## src/rtl/sobel_bin.sv

```systemverilog
// Binary Sobel edge detector: 3x3 window from two line buffers, |Gx|+|Gy| against THRESH.
// Three-stage pipeline; valid/sop/eop and the border mask travel alongside the data.
module sobel_bin #(
  parameter int unsigned IMG_W  = 640,
  parameter int unsigned IMG_H  = 480,
  parameter logic [3:0]  THRESH = 4'd3
) (
  input  logic clk,
  input  logic rst_n,
  input  logic din,
  input  logic din_vld,
  input  logic din_sop,
  input  logic din_eop,
  output logic dout,
  output logic dout_vld,
  output logic dout_sop,
  output logic dout_eop
);

  localparam int unsigned CW = (IMG_W > 1) ? $clog2(IMG_W) : 1;
  localparam int unsigned RW = (IMG_H > 1) ? $clog2(IMG_H) : 1;
  localparam logic [CW-1:0] COL_LAST = CW'(IMG_W - 1);
  localparam logic [RW-1:0] ROW_LAST = RW'(IMG_H - 1);

  logic [CW-1:0] r_col;
  logic [RW-1:0] r_row;
  logic [CW-1:0] w_col;
  logic [RW-1:0] w_row;

  logic r_lb0 [IMG_W];
  logic r_lb1 [IMG_W];
  logic w_lb0;
  logic w_lb1;

  // Window rows: r_p0 oldest line, r_p2 current line; bit j is column j (0 oldest).
  logic [2:0] r_p0, r_p1, r_p2;
  logic       r_s1_vld, r_s1_sop, r_s1_eop, r_s1_ok;

  logic [2:0] w_posx, w_negx, w_posy, w_negy;
  logic [2:0] w_absx, w_absy;
  logic [3:0] w_mag;
  logic [3:0] r_mag;
  logic       r_s2_vld, r_s2_sop, r_s2_eop, r_s2_ok;

  // A sop pixel is (0,0) no matter where the counters were left.
  assign w_col = din_sop ? '0 : r_col;
  assign w_row = din_sop ? '0 : r_row;
  assign w_lb0 = r_lb0[w_col];
  assign w_lb1 = r_lb1[w_col];

  always_ff @(posedge clk) begin
    if (din_vld) begin
      r_lb1[w_col] <= din;
      r_lb0[w_col] <= w_lb1;
    end
  end

  always_ff @(posedge clk or negedge rst_n) begin
    if (!rst_n) begin
      r_col    <= '0;
      r_row    <= '0;
      r_p0     <= '0;
      r_p1     <= '0;
      r_p2     <= '0;
      r_s1_vld <= 1'b0;
      r_s1_sop <= 1'b0;
      r_s1_eop <= 1'b0;
      r_s1_ok  <= 1'b0;
    end else begin
      r_s1_vld <= din_vld;
      r_s1_sop <= din_vld & din_sop;
      r_s1_eop <= din_vld & din_eop;
      r_s1_ok  <= din_vld && (w_row >= RW'(2)) && (w_col >= CW'(2));
      if (din_vld) begin
        r_p0 <= {w_lb0, r_p0[2:1]};
        r_p1 <= {w_lb1, r_p1[2:1]};
        r_p2 <= {din,   r_p2[2:1]};
        if (din_eop) begin
          r_col <= '0;
          r_row <= '0;
        end else if (w_col == COL_LAST) begin
          r_col <= '0;
          r_row <= (w_row == ROW_LAST) ? w_row : w_row + 1'b1;
        end else begin
          r_col <= w_col + 1'b1;
          r_row <= w_row;
        end
      end
    end
  end

  always_comb begin
    w_posx = {2'b00, r_p0[2]} + {1'b0, r_p1[2], 1'b0} + {2'b00, r_p2[2]};
    w_negx = {2'b00, r_p0[0]} + {1'b0, r_p1[0], 1'b0} + {2'b00, r_p2[0]};
    w_posy = {2'b00, r_p2[0]} + {1'b0, r_p2[1], 1'b0} + {2'b00, r_p2[2]};
    w_negy = {2'b00, r_p0[0]} + {1'b0, r_p0[1], 1'b0} + {2'b00, r_p0[2]};
    w_absx = (w_posx >= w_negx) ? (w_posx - w_negx) : (w_negx - w_posx);
    w_absy = (w_posy >= w_negy) ? (w_posy - w_negy) : (w_negy - w_posy);
    w_mag  = {1'b0, w_absx} + {1'b0, w_absy};
  end

  always_ff @(posedge clk or negedge rst_n) begin
    if (!rst_n) begin
      r_mag    <= '0;
      r_s2_vld <= 1'b0;
      r_s2_sop <= 1'b0;
      r_s2_eop <= 1'b0;
      r_s2_ok  <= 1'b0;
      dout     <= 1'b0;
      dout_vld <= 1'b0;
      dout_sop <= 1'b0;
      dout_eop <= 1'b0;
    end else begin
      r_mag    <= w_mag;
      r_s2_vld <= r_s1_vld;
      r_s2_sop <= r_s1_sop;
      r_s2_eop <= r_s1_eop;
      r_s2_ok  <= r_s1_ok;
      dout     <= r_s2_vld & r_s2_ok & (r_mag >= THRESH);
      dout_vld <= r_s2_vld;
      dout_sop <= r_s2_sop;
      dout_eop <= r_s2_eop;
    end
  end

endmodule

```

## config.mk

```make
export PLATFORM = sky130hd
export DESIGN_NAME = sobel_bin
export DESIGN_NICKNAME = d
export VERILOG_FILES = /design/src/rtl/sobel_bin.sv
export SDC_FILE = /design/constraint.sdc
export NUM_CORES = 2
export LEC_CHECK = 0
export BUFFER_PORTS_ARGS = -buffer_cell sky130_fd_sc_hd__buf_2
export CAP_MARGIN = 10
export CORE_ASPECT_RATIO = 2
export CORE_MARGIN = 3
export CORE_UTILIZATION = 55
export DETAILED_ROUTE_END_ITERATION = 12
export PLACE_DENSITY_LB_ADDON = 0.3
export SETUP_SLACK_MARGIN = 0.15
export SLEW_MARGIN = 20
export SYNTH_ARGS = -nofsm -noshare
export SYNTH_HDL_FRONTEND = slang
export SYNTH_SLANG_ARGS = --single-unit
```

## constraint.sdc

```tcl
create_clock -name clk -period 17.2 [get_ports clk]
set_input_delay 2.58 -clock clk [delete_from_list [all_inputs] [get_ports clk]]
set_output_delay 2.58 -clock clk [all_outputs]
set_load 0.01 [all_outputs]
```

==> metrics.csv <==
metric,value,unit
flip_flop_and_latch_count_after_synthesis,1324,
crit_path_top_cell_by_count,sky130_fd_sc_hd__buf_4,
startpoint_type,input pin,
synth_cell_type_count,69,
placedCellCount,5024,
timing.final.crit_share,48.3,%
path_max_fanout,95,
layoutNonFillerInstCount,5226,
vias,35800,
final-seq-area,0.0395,mm2
post-synth-top-count-cell,sky130_fd_sc_hd__edfxtp_1,
ys_async_sr_fraction,3.32,%
synth_area,0.0553,mm2
cts_made_buffers,106,
start_util,55.8,%
antenna_found_initial,1,
total_power,6.73,mW
setup_viol,0,
globalRouteMet2Util,53.5,%
fill_cells,7395,
clock_tree.buffer_depth,3,
drt_iter0_markers,4991,
ys_dominant_reg_cell,sky130_fd_sc_hd__edfxtp_1,
place_ws,7640,ps
timing.critical_path.cells,buf_4 > nor2b_4 > inv_8 > buf_4 > buf_4 > mux4_2 > a22oi_1 > a21oi_1 > o21ai_0 > a41oi_1 > a32o_1 > and2_4 > buf_4 > buf_4,
flow.area_growth_from_synthesis,9.25,%
period_minus_slack,8310,ps
cell_at_the_root_of_the_clock_tree,sky130_fd_sc_hd__clkbuf_16,
mean_cell_area_of_the_mapped_netlist,14.1,um2
rsz0062_at_grt,no,
p_seq_share,53.6,%
grt.total_usage,32.6,%
synthDominantCellAreaShare,69.5,%
cts_post_setup_buffers_inserted,0,
outcome,finished clean,
part_of_the_total_power_dissipated_in_the_clock_network,38.8,%
part_of_the_total_power_dissipated_in_combinational_logic,7.5,%
setup_tns,0,ps
slew-limit-headroom,15.3,%
syn_inst,3909,
timing.max_cap.violations,0,
grt_most_used_layer,met2,
overflow,0,
tritoncts_num_sinks,1324,
htree_num_levels,3,
placement.cell_area,0.0566,mm2
design.core.area,0.0991,mm2
cts-hold-fix-buffers,0,
fp-row-count,163,
grt_max_degree,119,
netlist_top_cells_area,"sky130_fd_sc_hd__edfxtp_1 70%, sky130_fd_sc_hd__mux2i_1 4.9%, sky130_fd_sc_hd__nor2_1 4.7%, sky130_fd_sc_hd__dfrtp_1 2.0%, sky130_fd_sc_hd__nand2_1 2.0%",
horizontal_extent_of_the_die,230,um
cts_tree,yes,
worstPathBufferInverterCount,6,
critical-path-slowest-cell,sky130_fd_sc_hd__buf_4,
setup_slack,8890,ps
rrSetupSlack,10070,ps
met3_use_gr,6.52,%
total_die_area,0.105,mm2
detail_route.drc_violations,0,
synth_seq_area_share,71.5,%
timing.clock.skew,46.2,ps
final_hold_viol_count,0,
ws_path_type,in -> reg,
power_report.internal_total,5.21,mW
synth_edf_count,1280,
p_sw,1.52,mW
grt_pass1_wl,244000,um
fin_area,0.0604,mm2
post-dp-hpwl,103000,um
clock.fmax,0.120,GHz
max-vdd-ir-drop,0.0752,mV
timing.critical_path.slowest_cell_delay,810,ps
clk_transition_reported_paths,70,ps
avgViaCountPerCell,6.84,
power-per-cell-area,111,mW/mm2
wl_per_cell,32.8,um
num_io_pins,10,
postLayoutCoreUtil,61.0,%
clock_latency,760,ps
fin_nets,3851,
yosys.area.top_type,sky130_fd_sc_hd__edfxtp_1,
power.switching_fraction,22.6,%
first_pass_drt_iterations,5,
worst_hold_slack_after_final_layout,353,ps
die_h,454,um
drive_above_1_share,11.4,%
drt.antenna.violating_nets,0,
cts_resized,0,
critPathTopFamily,buffers and inverters,
end_kind,flop,
grt_util_met1,36.8,%
hp-class,reg -> reg,
globalplace.congestion,0.969,
yosysWarnings,0,
grt_pass1_vias,35700,
slew_violations,0,
crit_arrival,8700,ps
area_of_the_multi_input_gates,0.0145,mm2
p_leak,18.9,nW
io_buffers,9,
mapped_nets,3947,
netlist_top_cells_count,"1280 x sky130_fd_sc_hd__edfxtp_1, 689 x sky130_fd_sc_hd__nor2_1, 289 x sky130_fd_sc_hd__nand2_1",
worst_ep_required_time,17590,ps
max_slew.worst_pin.slew,1260,ps
drt_wl_total,172000,um
-- power by group through the flow --
| stage | logic [mW] | registers (mW) | clock network [mW] |
|---|---|---|---|
| 5_1_grt | 0.540 | 3.61 | 2.74 |
| 3_3_place_gp | 0.489 | 3.68 | 0 |
| 2_1_floorplan | 0.320 | 3.71 | 0 |
| 6_report | 0.507 | 3.61 | 2.61 |
| 4_1_cts | 0.500 | 3.61 | 2.62 |
| 3_5_place_dp | 0.498 | 3.68 | 0 |
-- final timing paths --
kind / start / to / depth (start not counted)
setup / recovery: din_sop / r_lb0[382] / 14
hold / removal: r_s1_sop / r_s2_sop / 0
setup reg to reg: r_col[0] / r_lb0[382] / 11
hold reg to reg: r_s1_sop / r_s2_sop / 0
max in group asynchronous: rst_n / r_col[2] / 2
min in group asynchronous: rst_n / dout_sop / 2
-- final cells by class --
type	count	area share (%)
timing repair buffer	107	1.44
clock buffer	125	4.72
clock inverter	73	1.46
sequential	1324	65.5
inverter	26	0.174
antenna	3	0.0124
tap	1320	2.73
multi-input combinational	2248	24.0
-- state kept, by name, indices dropped and copies added (netlist names), 3 cells and up --
name,cells
r_row,9
r_mag,4
r_lb1,640
r_p1,3
r_col,10
r_p0,3
r_p2,3
r_lb0,640
-- per-layer routing --
metal | vias up | part of all wire (%)
li1 | 14700 | -
met1 | 17800 | 31
met2 | 2569 | 49
met3 | 701 | 10
met4 | 0 | 9.9
met5 | - | 0
-- cell families after synthesis --
group,synth area share [%]
compound gates,7.84
xor+xnor,0.0634
fa+ha+maj,0.792
buf+inv,2.55
flops,71.5
mux,8.26
simple gates,9.00
-- placed cells by master (no fill, tap or decap), drive strengths merged, types with 9 or more instances in the layout --
master,synthesis,layout
edfxtp,1280,1280
nor2,689,689
nand2,289,289
mux2i,272,272
clkbuf,204,125
o21ai,112,112
nand3,110,110
buf,107,107
o221ai,103,103
a21oi,90,90
mux2,78,78
a221oi,69,69
o22ai,55,55
clkinv,1,45
dfrtp,44,44
mux4,43,43
a211oi,42,42
nor2b,30,30
ha,27,27
inv,25,26
a311oi,24,24
a22oi,20,20
bufinv,0,18
a31oi,16,16
and2,16,16
nor3,16,16
nand4,14,14
and3,13,13
a2111oi,12,12
a41oi,11,11
clkinvlp,0,10
nand2b,9,9
(Power assumes the default switching activity.)
